**src/rtl/uart_byte_tx.sv**
```systemverilog
// uart_byte_tx: serialises one byte per request onto the sensor TX line using
// asynchronous UART framing (start, 8 data bits LSB first, optional parity, 1 or 2 stop bits).
//
// Ports:
//   clk          system clock, rising edge
//   rst_n        asynchronous active-low reset
//   i_send_en    level request; a frame starts on any edge where it is high and the block is idle
//   i_data_byte  byte to send, sampled only on the accept edge
//   o_tx         serial line, idles high, always driven from a register
//   o_tx_busy    high while a frame is in progress
//   o_tx_done    one-cycle pulse in the final cycle of the last stop bit
`timescale 1ns/1ps
module uart_byte_tx #(
   parameter int unsigned CLK_FREQ  = 50_000_000,
   parameter int unsigned BAUD      = 57600,
   parameter int unsigned PARITY    = 0,
   parameter int unsigned STOP_BITS = 1
) (
   input  logic       clk,
   input  logic       rst_n,
   input  logic       i_send_en,
   input  logic [7:0] i_data_byte,
   output logic       o_tx,
   output logic       o_tx_busy,
   output logic       o_tx_done
);

   localparam int unsigned BAUD_DIV = (CLK_FREQ + BAUD / 2) / BAUD;
   localparam int unsigned CNT_W    = (BAUD_DIV > 1) ? $clog2(BAUD_DIV) : 1;
   localparam logic [CNT_W-1:0] CNT_MAX = CNT_W'(BAUD_DIV - 1);
   // Index of the last stop bit in r_stop.
   localparam logic LAST_STOP = (STOP_BITS == 2);

   typedef enum logic [2:0] {StIdle, StStart, StData, StParity, StStop} state_e;

   state_e           r_state, w_state_nxt;
   logic [CNT_W-1:0] r_cnt, w_cnt_nxt;
   logic [2:0]       r_bit, w_bit_nxt;
   logic             r_stop, w_stop_nxt;
   logic [7:0]       r_shift, w_shift_nxt;
   logic             r_par, w_par_nxt;
   logic             r_tx, w_tx_nxt;
   logic             r_busy, w_busy_nxt;

   logic             w_baud_end;
   logic [2:0]       w_bit_inc;

   assign w_baud_end = (r_cnt == CNT_MAX);
   assign w_bit_inc  = r_bit + 3'd1;

   // State and datapath registers
   always_ff @(posedge clk or negedge rst_n) begin
      if (!rst_n) begin
         r_state <= StIdle;
         r_cnt   <= '0;
         r_bit   <= '0;
         r_stop  <= 1'b0;
         r_shift <= '0;
         r_par   <= 1'b0;
         r_tx    <= 1'b1;
         r_busy  <= 1'b0;
      end else begin
         r_state <= w_state_nxt;
         r_cnt   <= w_cnt_nxt;
         r_bit   <= w_bit_nxt;
         r_stop  <= w_stop_nxt;
         r_shift <= w_shift_nxt;
         r_par   <= w_par_nxt;
         r_tx    <= w_tx_nxt;
         r_busy  <= w_busy_nxt;
      end
   end

   // Next-state logic; w_tx_nxt is the line level for the bit that starts next cycle.
   always_comb begin
      w_state_nxt = r_state;
      w_cnt_nxt   = r_cnt;
      w_bit_nxt   = r_bit;
      w_stop_nxt  = r_stop;
      w_shift_nxt = r_shift;
      w_par_nxt   = r_par;
      w_tx_nxt    = r_tx;
      w_busy_nxt  = r_busy;

      if (r_state != StIdle) begin
         w_cnt_nxt = w_baud_end ? '0 : r_cnt + CNT_W'(1);
      end

      unique case (r_state)
         StIdle: begin
            w_cnt_nxt = '0;
            w_tx_nxt  = 1'b1;
            if (i_send_en) begin
               w_state_nxt = StStart;
               w_shift_nxt = i_data_byte;
               // Odd parity inverts the XOR reduction so the nine-bit total is odd.
               w_par_nxt   = (PARITY == 1) ? ~(^i_data_byte) : ^i_data_byte;
               w_tx_nxt    = 1'b0;
               w_busy_nxt  = 1'b1;
            end
         end
         StStart: begin
            if (w_baud_end) begin
               w_state_nxt = StData;
               w_bit_nxt   = 3'd0;
               w_tx_nxt    = r_shift[0];
            end
         end
         StData: begin
            if (w_baud_end) begin
               if (r_bit == 3'd7) begin
                  if (PARITY != 0) begin
                     w_state_nxt = StParity;
                     w_tx_nxt    = r_par;
                  end else begin
                     w_state_nxt = StStop;
                     w_stop_nxt  = 1'b0;
                     w_tx_nxt    = 1'b1;
                  end
               end else begin
                  w_bit_nxt = w_bit_inc;
                  w_tx_nxt  = r_shift[w_bit_inc];
               end
            end
         end
         StParity: begin
            if (w_baud_end) begin
               w_state_nxt = StStop;
               w_stop_nxt  = 1'b0;
               w_tx_nxt    = 1'b1;
            end
         end
         StStop: begin
            if (w_baud_end) begin
               if (r_stop == LAST_STOP) begin
                  w_state_nxt = StIdle;
                  w_busy_nxt  = 1'b0;
                  w_tx_nxt    = 1'b1;
               end else begin
                  w_stop_nxt = 1'b1;
               end
            end
         end
         default: begin
            w_state_nxt = StIdle;
            w_busy_nxt  = 1'b0;
            w_tx_nxt    = 1'b1;
         end
      endcase
   end

   // Outputs
   always_comb begin
      o_tx_busy = r_busy;
      o_tx_done = (r_state == StStop) && w_baud_end && (r_stop == LAST_STOP);
   end

   assign o_tx = r_tx;

endmodule

```
**config.mk**
```make
export PLATFORM = sky130hd
export DESIGN_NAME = uart_byte_tx
export DESIGN_NICKNAME = d
export VERILOG_FILES = /design/src/rtl/uart_byte_tx.sv
export SDC_FILE = /design/constraint.sdc
export NUM_CORES = 1
export LEC_CHECK = 0
export BUFFER_PORTS_ARGS = -buffer_cell sky130_fd_sc_hd__buf_4
export CORE_AREA = 3 3 54 56
export CTS_CLUSTER_SIZE = 10
export DETAILED_ROUTE_END_ITERATION = 7
export DIE_AREA = 0 0 57 59
export PLACE_DENSITY = 0.78
export SLEW_MARGIN = 10
export SYNTH_ARGS = -nofsm -noshare
export SYNTH_HDL_FRONTEND = slang
export SYNTH_SLANG_ARGS = --single-unit
```
**constraint.sdc**
```tcl
create_clock -name clk -period 2.92 [get_ports clk]
set_input_delay 0.292 -clock clk [delete_from_list [all_inputs] [get_ports clk]]
set_output_delay 0.292 -clock clk [all_outputs]
set_load 0.01 [all_outputs]
```
== After elaboration in Yosys (flattened, before gate mapping) ==
Cells that the tools add are included.
Widths: inputs -> output; s select.

* Flip-flop bits (word level): 27
* Bits in latches: 0
* RAM bits: 0
* ROM bits: 0
* Input port bits: 11
* Output and inout bits: 3
* Word-level logic and storage cells: 75
* Memories kept: 0

* Add/subtract/negate cells: 2
* $mul: 0
* Divide/modulo/power cells: 0
* Order comparisons: 1
* Equal/unequal tests: 14
* Shift operators: 0
* Multiplexer cells: 35
* Bitwise operators: 2
* Reductions and logical operators: 14

{| class="wikitable"
|+ Operators with widths
! operator !! count
|-
| $mux 10 || 3
|-
| $mux 3 || 10
|-
| $mux 1 || 16
|-
| $ne 2x2->1 const B || 8
|-
| $pmux 3 s5 || 1
|-
| $add 10x1->10 const B || 1
|-
| $eq 10x10->1 const B || 1
|-
| $reduce_and 5->1 || 2
|-
| $reduce_and 4->1 || 2
|-
| $reduce_and 7->1 || 1
|-
| $eq 3x2->1 const B || 2
|-
| $eq 3x3->1 const B || 2
|-
| $pmux 1 s3 || 2
|-
| $pmux 3 s2 || 1
|-
| $reduce_bool 3->1 || 2
|-
| $pmux 1 s5 || 1
|-
| $lt 3x4->1 const B || 1
|-
| $reduce_bool 2->1 || 2
|-
| $add 3x1->3 const B || 1
|-
| $bmux 1 s3 || 1
|-
| $eq 3x1->1 const B || 1
|-
| $logic_not 3->1 || 1
|-
| $reduce_or 3->1 || 1
|-
| $logic_and 1x1->1 || 2
|-
| other kinds (2) || 3
|}

== Longest topological paths before layout ==
Gate-level depths: netlist (run 1).

* Depth in word-level cells: 6
* Mapped depth: 6
* Mapped depth without buffers: 6

== Worst setup path after synthesis (run 1) ==
No wires, ideal clock.

* Path kind: register to register
* Start: reg r_bit[0]
* End: reg r_tx (netlist: o_tx)
* Library setup time: 0.089 ns
* Data arrival time: 1.649 ns
* Data required time: 2.831 ns
* Slack: 1.182 ns
* Cell stages (with the launch flop): 6
* Buffers on the path: 0
* Period minus slack after synthesis: 1.738 ns
* Path through: dfrtp_1 -> ha_1 -> mux4_2 -> nor2b_1 -> a211oi_2 -> o32ai_1

* Word-level cells in the longest chain between the ends: 6
* Elaborated cells on any way between the ends: 7
* Those cells by class: 1 x add/sub; 1 x eq/ne; 5 x mux

{| class="wikitable"
|+ Ends and longest elaborated chain
! item !! RTL line !! text
|-
| from (decl) || 38 || <nowiki>logic [2:0] r_bit, w_bit_nxt;</nowiki>
|-
| from (signal assigned) || 65 || <nowiki>r_bit <= w_bit_nxt;</nowiki>
|-
| $add 3x1->3 || 49 || <nowiki>assign w_bit_inc = r_bit + 3'd1;</nowiki>
|-
| $bmux 1 s3 || 122 || <nowiki>w_tx_nxt = r_shift[w_bit_inc];</nowiki>
|-
| $mux 1 (implied by the code) || 122 ||
|-
| $mux 1 (*) || 111 || <nowiki>if (r_bit == 3'd7) begin</nowiki>
|-
| $mux 1 (*) || 110 || <nowiki>if (w_baud_end) begin</nowiki>
|-
| $pmux 1 s5 (*) || 89 || <nowiki>unique case (r_state)</nowiki>
|-
| to (signal assigned) || 69 || <nowiki>r_tx <= w_tx_nxt;</nowiki>
|-
| to (decl) || 42 || <nowiki>logic r_tx, w_tx_nxt;</nowiki>
|}

Every way passes the cells marked *; elsewhere a longest branch is shown, timed or not. The select of a mux whose other input is x is not followed.
A chain may end at the register's enable or synchronous reset.

== Worst setup path after layout (run 1) ==
* Start: reg r_cnt[0]
* End: out o_tx_done

* Word-level cells in the longest chain between the ends: 3

{| class="wikitable"
|+ Ends and longest elaborated chain
! item !! RTL line !! text
|-
| from (decl) || 37 || <nowiki>logic [CNT_W-1:0] r_cnt, w_cnt_nxt;</nowiki>
|-
| from (signal assigned) || 64 || <nowiki>r_cnt <= w_cnt_nxt;</nowiki>
|-
| $eq 10x10->1 || 48 || <nowiki>assign w_baud_end = (r_cnt == CNT_MAX);</nowiki>
|-
| $logic_and 1x1->1 (2 in series) || 155 || <nowiki>o_tx_done = (r_state == StStop) && w_baud_end && (r_stop == LAST_STOP);</nowiki>
|-
| to (decl) || 25 || <nowiki>output logic o_tx_done</nowiki>
|}

No other way between the ends.

==> summary.md, run 1 <==
| Metric | Value |
|---|---|
| Final setup viols | `0` |
| Drc violations | `0` |
| DR pass1 iterations | `4` |
| H-Tree Level Count | `1` |
| Placer Congestion | `around 0.82` |
| Arrival time worst endpoint | `around 1.7 ns` |
| Clk sink count | `26` |
| Max Cap Viol | `0` |
| Worst setup SP type | `register` |
| Placed insts | `approximately 160` |
| Crit path largest cell delay | `~0.41 ns` |
| Final #Nets | `about 150` |
| Dpl hpwl | `around 1700 um` |
| Initial Util | `0.537` |
| WL per Instance | `approximately 15 um` |
| Mapped cell area | `1330 um^2` |
| Clock transition at path regs | `between 0.15 and 0.2 ns` |
| Max Freq | `493 MHz` |
| Chip height | `between 50 and 60 um` |
| Detailed Route WL | `between 2000 and 2500 um` |
| Wire length on met3 | `between 100 and 150 um` |
| FF+latch count, synth | `26` |
| Tcrit/Tclk final | `0.694` |
| Synthesized net count | `130` |
| Distinct cells, synth | `43` |
| Post-synth EDFFs | `0` |
| Die Wd | `between 50 and 60 um` |
| Hold wc startpoint | `i_data_byte[7]` |
| Vias per cell | `5.64` |
| Cts repair resizes | `0` |
| Initial antenna violation count | `0` |
| Worst r2r src | `r_bit[0]` |
| Pin count of the biggest net entering global routing | `27` |
| CP required | `~2.6 ns` |
| Routed Antenna Nets | `0` |
| Antenna diode count | `0` |
| Top sig layer | `met4` |
| CTS tree | `yes` |
| Critical path class | `register to output port` |
| Longest Clk Path Bufs | `2` |
| RSZ-0062 raised after global routing | `false` |
| Slew @ Worst Pin | `about 0.50 ns` |
| Sequential cell area | `around 650 um^2` |
| Final core occ | `0.606` |
| Final Hold Vio Count | `0` |
| Max-slew violations | `0` |
| Later-pin clock latency in the skew report | `0.32 ns` |
| TritonCTS Buffers | `3` |
| Share of layout cells above drive strength 1 | `0.260` |
| Hold Crit Class | `input port to register` |
| Max-slew headroom | `0.666` |
| Top FF cell, synth | `dfrtp_1` |
| Cell accounting for the most synthesized area | `dfrtp_1` |
| Tmin final | `~2 ns` |
| Total negative slack | `0 ns` |
| Overflow after GRT | `0` |
| Status | `finished clean` |
| Most common library cell in the layout ignoring fill and taps | `dfrtp_1` |
| Yosys top cell area share | `0.470` |
| Leakage power | `around 0.67 nW` |
| Most frequent cells in the layout | `dfrtp_1 (25), nor2_1 (15), buf_4 (13)` |
| Cell area power density | `about 640 nW/um^2` |
| Vias in the first global route | `approximately 1000` |
| Critical path, cell by cell | `ha_1 -> and4b_1 -> and3b_4 -> and3_1 -> buf_4` |
| Metal-1 WL | `roughly 1100 um` |
| Synthesized instance count | `roughly 120` |
| CP endpoint kind | `output port` |
| Top Ports | `14` |
| FILL cells | `209` |
| PortBufs | `13` |
| Multi-input combinational cell area | `about 630 um^2` |
| Peak supply drop | `0.420 mV` |
| CP Max Fanout | `6` |
| Met2 wire length | `about 1100 um` |
| DR iter-0 viols | `22` |
| R2r setup slk | `~1.1 ns` |
| Via count | `between 900 and 1000` |
| Seq/Total Area, Yosys | `0.490` |
| Top post-synthesis cells by area | `dfrtp_1 (47%), mux2_2 (6.8%), nor2_1 (4.2%)` |
| Core area | `roughly 2500 um^2` |
| Slowest CP cell | `dfrtp_1` |
| Finished Layout Cells | `around 160` |
| Clk_skew | `between 0.015 and 0.02 ns` |
| Mean Syn Cell Area | `about 11 um^2` |
| FFs w/ async S/R, synth | `1.00` |
| Std-Cell Rows | `18` |
| Synth Warn # | `0` |
| Tot GR Track Use | `0.157` |
| Critical path startpoint | `r_cnt[0]` |
| Synth-to-layout area growth | `12.8%` |
| Die area | `3360 um^2` |
| Global-route wire length before repair | `4170 um` |
| Root Driver | `clkbuf_4` |
per-layer routing:
| metal | vias to the layer above | GRT usage |
|---|---|---|
| li1 | 440 | - |
| met1 | 438 | 0.198 |
| met2 | 24 | 0.248 |
| met3 | 6 | 0.0436 |
| met4 | 0 | 0.0828 |
| met5 | - | 0 |
synth_stat cells (2+ instances only):
| master | count |
|---|---|
| nor3_1 | 4 |
| mux2_2 | 8 |
| nor2b_1 | 2 |
| ha_1 | 3 |
| dfrtp_1 | 25 |
| xor2_1 | 3 |
| xnor2_1 | 6 |
| nor2_1 | 15 |
| nand4_1 | 2 |
| inv_1 | 5 |
| a21oi_1 | 2 |
| nand2_1 | 5 |
| mux2i_1 | 2 |
| nand3_1 | 4 |
| buf_6 | 2 |
state kept, by name, indices dropped and copies added (netlist names):
name and count:
o_tx 1, o_tx_busy 1, r_bit 3, r_cnt 10
r_shift 8, r_state 3
cell type report:
cell class,count,share of cell area
clock buffer,3,0.0150
clock inverter,1,0.0200
inverter,5,0.0125
multi-input combinational,82,0.422
sequential,26,0.434
tap,30,0.0250
timing repair buffer,14,0.0717
power breakdown:
part,leakage (nW),internal (mW),switching [mW]
Clock,0.0279,0.139,0.110
Combinational,0.312,0.115,0.0842
Sequential,0.325,0.440,0.0675
Total,0.665,0.693,0.262
stage by stage:
step / area (um^2) / hold WS [ns] / setup WS, ns / power [mW]
final: 1500 / 0.184 / 0.893 / 0.955
after global routing: 1500 / 0.173 / 0.777 / 1.01
after CTS: 1500 / 0.187 / 0.874 / 0.958
after detailed placement: 1440 / 0.215 / 1.09 / 0.714
after global placement: 1440 / 0.214 / 1.14 / 0.702
after floorplan: 1330 / -0.00359 / 1.18 / 0.653
kinds of logic (layout without fill, tap and decap cells):
group,after synthesis,count (layout),share of synthesized area
and+or+nand+nor,46,46,0.196
DFF,26,26,0.490
muxes,13,13,0.131
AOI/OAI and AO/OA,11,11,0.0620
xor gates and xnor gates,9,9,0.0592
buffers and inverters,8,23,0.0348
adders and majority gates,3,3,0.0282
worst max-delay path: cells and delay by family (launching register included):
family,cells,cell delay (ns)
AND/OR/NAND/NOR,3,0.66
flip-flops,1,0.41
adder cells (fa/ha/maj),1,0.24
buffers and inverters,1,0.12
path summary, 6_finish.rpt:
kind / end / cells after the start
setup / recovery: o_tx_done / 5
hold / removal: r_shift[7] / 2
setup reg to reg: o_tx / 4
hold reg to reg: r_cnt[0] / 1
max in group asynchronous: o_tx / 2
min in group asynchronous: r_state[1] / 2
timing repair:
action                                 in CTS  in global routing
buffers inserted                            0                  0
endpoints found under the hold margin      25                  0
hold buffers                                1                  0
Power figures use the tool's default switching activity.
==> run 2: changes to the inputs <==
CORE_AREA = 3 3 56 58   (was 3 3 54 56)
DIE_AREA = 0 0 59 61   (was 0 0 57 59)
PLACE_DENSITY = 0.76   (was 0.78)
clock period = 1.8 ns   (was 2.92 ns; I/O delays follow)
==> run 2 against run 1 <==
Net effect:
- worst setup slack worse by 0.85 ns
- power up 62%
- critical path type unchanged
- first-iteration DRC count up 45%
- routed wire length up 3.9%
- register-to-register slack worse by 1.0 ns
==> summary.md, run 2 (synthesis results as in run 1) <==
| Metric | Value |
|---|---|
| Status | `finished clean` |
| Tmin final | `between 1.5 and 2 ns` |
| Most common library cell in the layout ignoring fill and taps | `dfrtp_1` |
| Overflow after GRT | `0 (unchanged)` |
| R2r worst-path depth | `5 (+1)` |
| Arrival time worst endpoint | `1.57 ns (-0.17 ns)` |
| Clock transition at path regs | `0.14 ns (-0.02 ns)` |
| Placer Congestion | `0.824 (+0.96%)` |
| Drc violations | `0 (unchanged)` |
| WL per Instance | `14.3 um (-2.2%)` |
| Die Wd | `59 um (+3.5%)` |
| Routed Antenna Nets | `0 (unchanged)` |
| Max-slew violations | `0 (unchanged)` |
| Synth-to-layout area growth | `19.5%` |
| Worst Hold Slack | `0.0676 ns (-0.116 ns)` |
| Slew @ Worst Pin | `0.472 ns (-0.0282 ns)` |
| Clk sink count | `26 (unchanged)` |
| Crit path largest cell delay | `0.42 ns (about the same)` |
| Critical path, cell by cell | `ha_4 -> and4b_1 -> and3b_4 -> and3_4 -> buf_6` |
| PortBufs | `13 (unchanged)` |
| Leakage power | `0.700 nW (+5.1%)` |
| Worst r2r src | `r_bit[1]` |
| Initial antenna violation count | `0 (unchanged)` |
| Worst setup endpoint | `o_tx_done` |
| Largest registers | `r_cnt: 10 flops, r_shift: 8 flops` |
| Final setup viols | `0 (unchanged)` |
| Chip height | `61 um (+3.4%)` |
| DR iter-0 viols | `32 (+45%)` |
| Most frequent cells in the layout | `dfrtp_1 (25), buf_4 (21), nor2_1 (15)` |
| Root Driver | `clkbuf_4` |
| Pin count of the biggest net entering global routing | `27 (unchanged)` |
| Total negative slack | `0 ns (unchanged)` |
| Antenna diode count | `0 (unchanged)` |
| Vias in the first global route | `993 (+1.6%)` |
| Core area | `2710 um^2 (+9.4%)` |
| Clk_skew | `0.00908 ns (-0.00773 ns)` |
| Number of flip-flops under the largest register name | `10 (unchanged)` |
| Final Hold Vio Count | `0 (unchanged)` |
| Final #Nets | `155 (+6.2%)` |
| TritonCTS Buffers | `3 (unchanged)` |
| DR pass1 iterations | `4 (unchanged)` |
| CP endpoint kind | `output port` |
| Die area | `3600 um^2 (+7.0%)` |
| Std-Cell Rows | `19 (+1)` |
| Dpl hpwl | `1740 um (about the same)` |
| Tot GR Track Use | `0.156 (-0.00134)` |
| Max-slew headroom | `0.685 (+0.0188)` |
| Hold Crit Class | `input port to register` |
| Later-pin clock latency in the skew report | `0.33 ns (about the same)` |
| Share of layout cells above drive strength 1 | `0.343 (+0.0833)` |
| Critical path class | `register to output port` |
| RSZ-0062 raised after global routing | `true` |
| Vias per cell | `5.45 (-3.4%)` |
| Top Ports | `14 (unchanged)` |
| Critical path startpoint | `r_cnt[1]` |
| R2R Path End | `o_tx` |
| Initial Util | `0.491 (-0.0461)` |
| R2r setup slk | `0.05 ns (-1.01 ns)` |
| Global-route wire length before repair | `4240 um (+1.8%)` |
| Max Freq | `570 MHz` |
| Detailed Route WL | `2440 um (+3.9%)` |
| CP Max Fanout | `4 (-2)` |
| Max Cap Viol | `0 (unchanged)` |
| Peak supply drop | `0.682 mV (+62%)` |
| Top reg by flops | `r_cnt` |
| CP required | `1.62 ns (-1.01 ns)` |
| Slowest CP cell | `dfrtp_1` |
| Worst setup SP type | `register` |
| H-Tree Level Count | `1 (unchanged)` |
| CTS tree | `yes` |
| Longest Clk Path Bufs | `2 (unchanged)` |
| Tcrit/Tclk final | `0.975` |
| Via count | `932 (+2.6%)` |
| Cell area power density | `974 nW/um^2 (+53%)` |
-- run 2: worst min-delay path by stage --
stage	slack, ns	to	depth (start not counted)	from
3_5_place_dp	0.11	r_state[1]	1	rst_n
4_1_cts	0.07	r_shift[2]	2	i_data_byte[2]
2_1_floorplan	-0.12	o_tx_busy	0	rst_n
6_report	0.07	r_shift[2]	2	i_data_byte[2]
5_1_grt	0.04	r_shift[0]	2	i_data_byte[0]
3_3_place_gp	0.10	r_state[1]	1	rst_n
-- run 2: layer usage --
layer,track usage,share of wire
met1,0.200,0.46
met2,0.267,0.50
met3,0.0191,0.028
met4,0.0647,0.016
met5,0,0
-- run 2: repair_timing --
item / 4_1_cts / 5_1_grt
endpoints found under the hold margin: 25 / 0
hold buffers: 1 / 0
buffers inserted: 3 / 3
pin swaps: 0 / 4
gates resized for setup: 2 / 5
endpoints found under the setup margin: 2 / 3
-- run 2: cell type report --
| type | count | area (um^2) |
|---|---|---|
| inverters | 5 | 18.8 |
| well taps | 31 | 38.8 |
| repair buffers | 23 | 179 |
| fillers | 226 | 1120 |
| clock buffers | 4 | 36.3 |
| flip-flops and latches | 26 | 652 |
| multi-input cells | 82 | 667 |
-- run 2: critical path: cells and delay by family, from the launching register on --
family	cells	cell delay [ns]
and+or+nand+nor	3	0.58
adders and majority gates	1	0.16
DFF	1	0.42
buffers and inverters	1	0.09
-- run 2: per-stage QoR --
stage / utilization / worst slack (ns) / std cells / total power, mW / area, um^2
2_1_floorplan: - / 0.0623 / 116 / 1.06 / 1330
3_3_place_gp: 0.540 / 0.0911 / 160 / 1.14 / 1460
3_5_place_dp: 0.540 / 0.00981 / 160 / 1.17 / 1460
4_1_cts: 0.571 / -0.00579 / 168 / 1.50 / 1550
5_1_grt: 0.587 / -0.0506 / 171 / 1.68 / 1590
6_report: 0.587 / 0.0452 / 171 / 1.55 / 1590
-- run 2: where the power goes --
part | internal [mW] | switching (mW)
combinational | 0.257 | 0.163
sequential | 0.713 | 0.116
clock | 0.124 | 0.177
==> run 3: changes to the inputs <==
SETUP_SLACK_MARGIN = 0.2   (was default)
==> run 3 against run 2 <==
Net effect:
- worst setup slack improved by 0.034 ns
- global-route usage fell by 0.56 points
- flip-flop and latch count did not move
- critical path depth did not move
- clock power fell by 16%
- first-iteration DRC count fell by 38%
- power fell by 3.3%
- critical path type unchanged
- highest routed layer unchanged
==> summary.md, run 3 (synthesis results as in run 1) <==
| Metric | Value |
|---|---|
| Drc violations | `0 (unchanged)` |
| Final Hold Vio Count | `0 (unchanged)` |
| Overflow after GRT | `0 (unchanged)` |
| Place WS | `0.0965 ns (+0.0867 ns)` |
| Total power | `1.50 mW (-3.3%)` |
| WL per Instance | `14.0 um (-1.5%)` |
| Status | `finished clean` |
| Chip height | `61 um (unchanged)` |
| Worst Hold Slack | `0.0846 ns (+0.0170 ns)` |
| CP required | `1.62 ns (about the same)` |
| Max-slew violations | `0 (unchanged)` |
| Peak supply drop | `0.571 mV (-16%)` |
| Vias per cell | `5.35 (-1.9%)` |
| Vias in the first global route | `901 (-9.3%)` |
| TritonCTS Buffers | `3 (unchanged)` |
| Most common library cell in the layout ignoring fill and taps | `buf_4` |
| Tot GR Track Use | `0.150 (-0.00555)` |
| Hold Crit Class | `input port to register` |
| Synth-to-layout area growth | `26.0%` |
| Most frequent cells in the layout | `buf_4 (25), dfrtp_1 (24), nor2_1 (8), nor2_2 (8), mux2_2 (8)` |
| Total negative slack | `0 ns (unchanged)` |
| Pin count of the biggest net entering global routing | `27 (unchanged)` |
| Placer Congestion | `0.825 (+0.19%)` |
| CP endpoint kind | `output port` |
| Die Wd | `59 um (unchanged)` |
| Post-DP Area | `1480 um^2 (+1.2%)` |
| PortBufs | `13 (unchanged)` |
| Die area | `3600 um^2 (unchanged)` |
| Dpl hpwl | `1700 um (-2.6%)` |
| Tmin final | `1.72 ns (-0.0341 ns)` |
| Via count | `952 (+2.1%)` |
| Root Driver | `clkbuf_4` |
| Max-slew headroom | `0.711 (+0.0256)` |
| Core area | `2710 um^2 (unchanged)` |
| Placed insts | `160 (unchanged)` |
| Tcrit/Tclk final | `0.956 (-0.0190)` |
| DR iter-0 viols | `20 (-38%)` |
| Max Freq | `581 MHz (+2.0%)` |
| Final setup viols | `0 (unchanged)` |
| Slew @ Worst Pin | `0.433 ns (-0.0383 ns)` |
| Routed Antenna Nets | `0 (unchanged)` |
| Global-route wire length before repair | `4050 um (-4.5%)` |
| Initial Util | `0.491 (unchanged)` |
| R2r setup slk | `0.11 ns (+0.06 ns)` |
| Std-Cell Rows | `19 (unchanged)` |
| Arrival time worst endpoint | `1.54 ns (-0.03 ns)` |
| Worst setup SP type | `register` |
| Share of layout cells above drive strength 1 | `0.449 (+0.106)` |
| Final #Nets | `162 (+4.5%)` |
| Sequential cell area | `653 um^2 (+0.19%)` |
| Later-pin clock latency in the skew report | `0.31 ns (-0.02 ns)` |
| Longest Clk Path Bufs | `2 (unchanged)` |
| Critical path class | `register to output port` |
| Multi-input combinational cell area | `698 um^2 (+4.7%)` |
| Initial antenna violation count | `0 (unchanged)` |
| Antenna diode count | `0 (unchanged)` |
| Clk sink count | `26 (unchanged)` |
| Post-route setup slack | `0.0793 ns (+0.0341 ns)` |
| Largest registers | `r_cnt: 10 flops, r_shift: 8 flops` |
| DR pass1 iterations | `4 (unchanged)` |
| CTS tree | `yes` |
| Final core occ | `0.619 (+0.0319)` |
| Detailed Route WL | `2500 um (+2.5%)` |
| Number of flip-flops under the largest register name | `10 (unchanged)` |
| Max Cap Viol | `0 (unchanged)` |
| Clock transition at path regs | `0.13 ns (about the same)` |
| Cell area after layout | `1680 um^2 (+5.4%)` |
| Leakage power | `0.724 nW (+3.4%)` |
| Cell area power density | `894 nW/um^2 (-8.2%)` |
| CP Max Fanout | `2 (-2)` |
| Finished Layout Cells | `178 (+4.1%)` |
| FILL cells | `228 (+0.88%)` |
| Top reg by flops | `r_cnt` |
| Clk_skew | `0.00303 ns (-0.00605 ns)` |
| H-Tree Level Count | `1 (unchanged)` |
| Top Ports | `14 (unchanged)` |
| RSZ-0062 raised after global routing | `true` |
-- run 3: final timing paths --
kind                                startpoint         end  cells after the start
worst min-delay path            i_data_byte[2]  r_shift[2]                      2
worst max-delay path                  r_cnt[1]   o_tx_done                      5
worst max register to register        r_cnt[1]    r_bit[0]                      7
min in group asynchronous                rst_n  r_state[2]                      2
worst min register to register      r_shift[4]  r_shift[4]                      1
max in group asynchronous                rst_n        o_tx                      2
-- run 3: what timing repair did --
item	CTS	global route
endpoints found under the hold margin	25	0
endpoints found under the setup margin	21	21
pin swaps	1	10
gates resized for setup	7	11
buffers inserted	8	5
hold buffers	1	0
-- run 3: final cells by class --
class | count | share of cell area
Multi-Input combinational cell | 82 | 0.416
Timing Repair Buffer | 30 | 0.145
Clock buffer | 4 | 0.0157
Sequential cell | 26 | 0.389
Inverter | 5 | 0.0112
Tap cell | 31 | 0.0231
-- run 3: layer usage --
metal | GRT usage | vias up | share of wire
li1 | - | 465 | -
met1 | 0.193 | 470 | 0.46
met2 | 0.254 | 13 | 0.50
met3 | 0.0255 | 4 | 0.026
met4 | 0.0583 | 0 | 0.014
met5 | 0 | - | 0
-- run 3: worst max-delay path: stages (launching register included) --
cell and delay (ns):
dfrtp_1 0.40, ha_2 0.19, and4b_1 0.18, and3b_4 0.18, and3_4 0.16, buf_6 0.11
-- run 3: where the power goes --
part / switching (mW) / internal, mW / total, mW
sequential: 0.0995 / 0.713 / 0.813
clock: 0.164 / 0.0866 / 0.251
combinational: 0.177 / 0.260 / 0.437
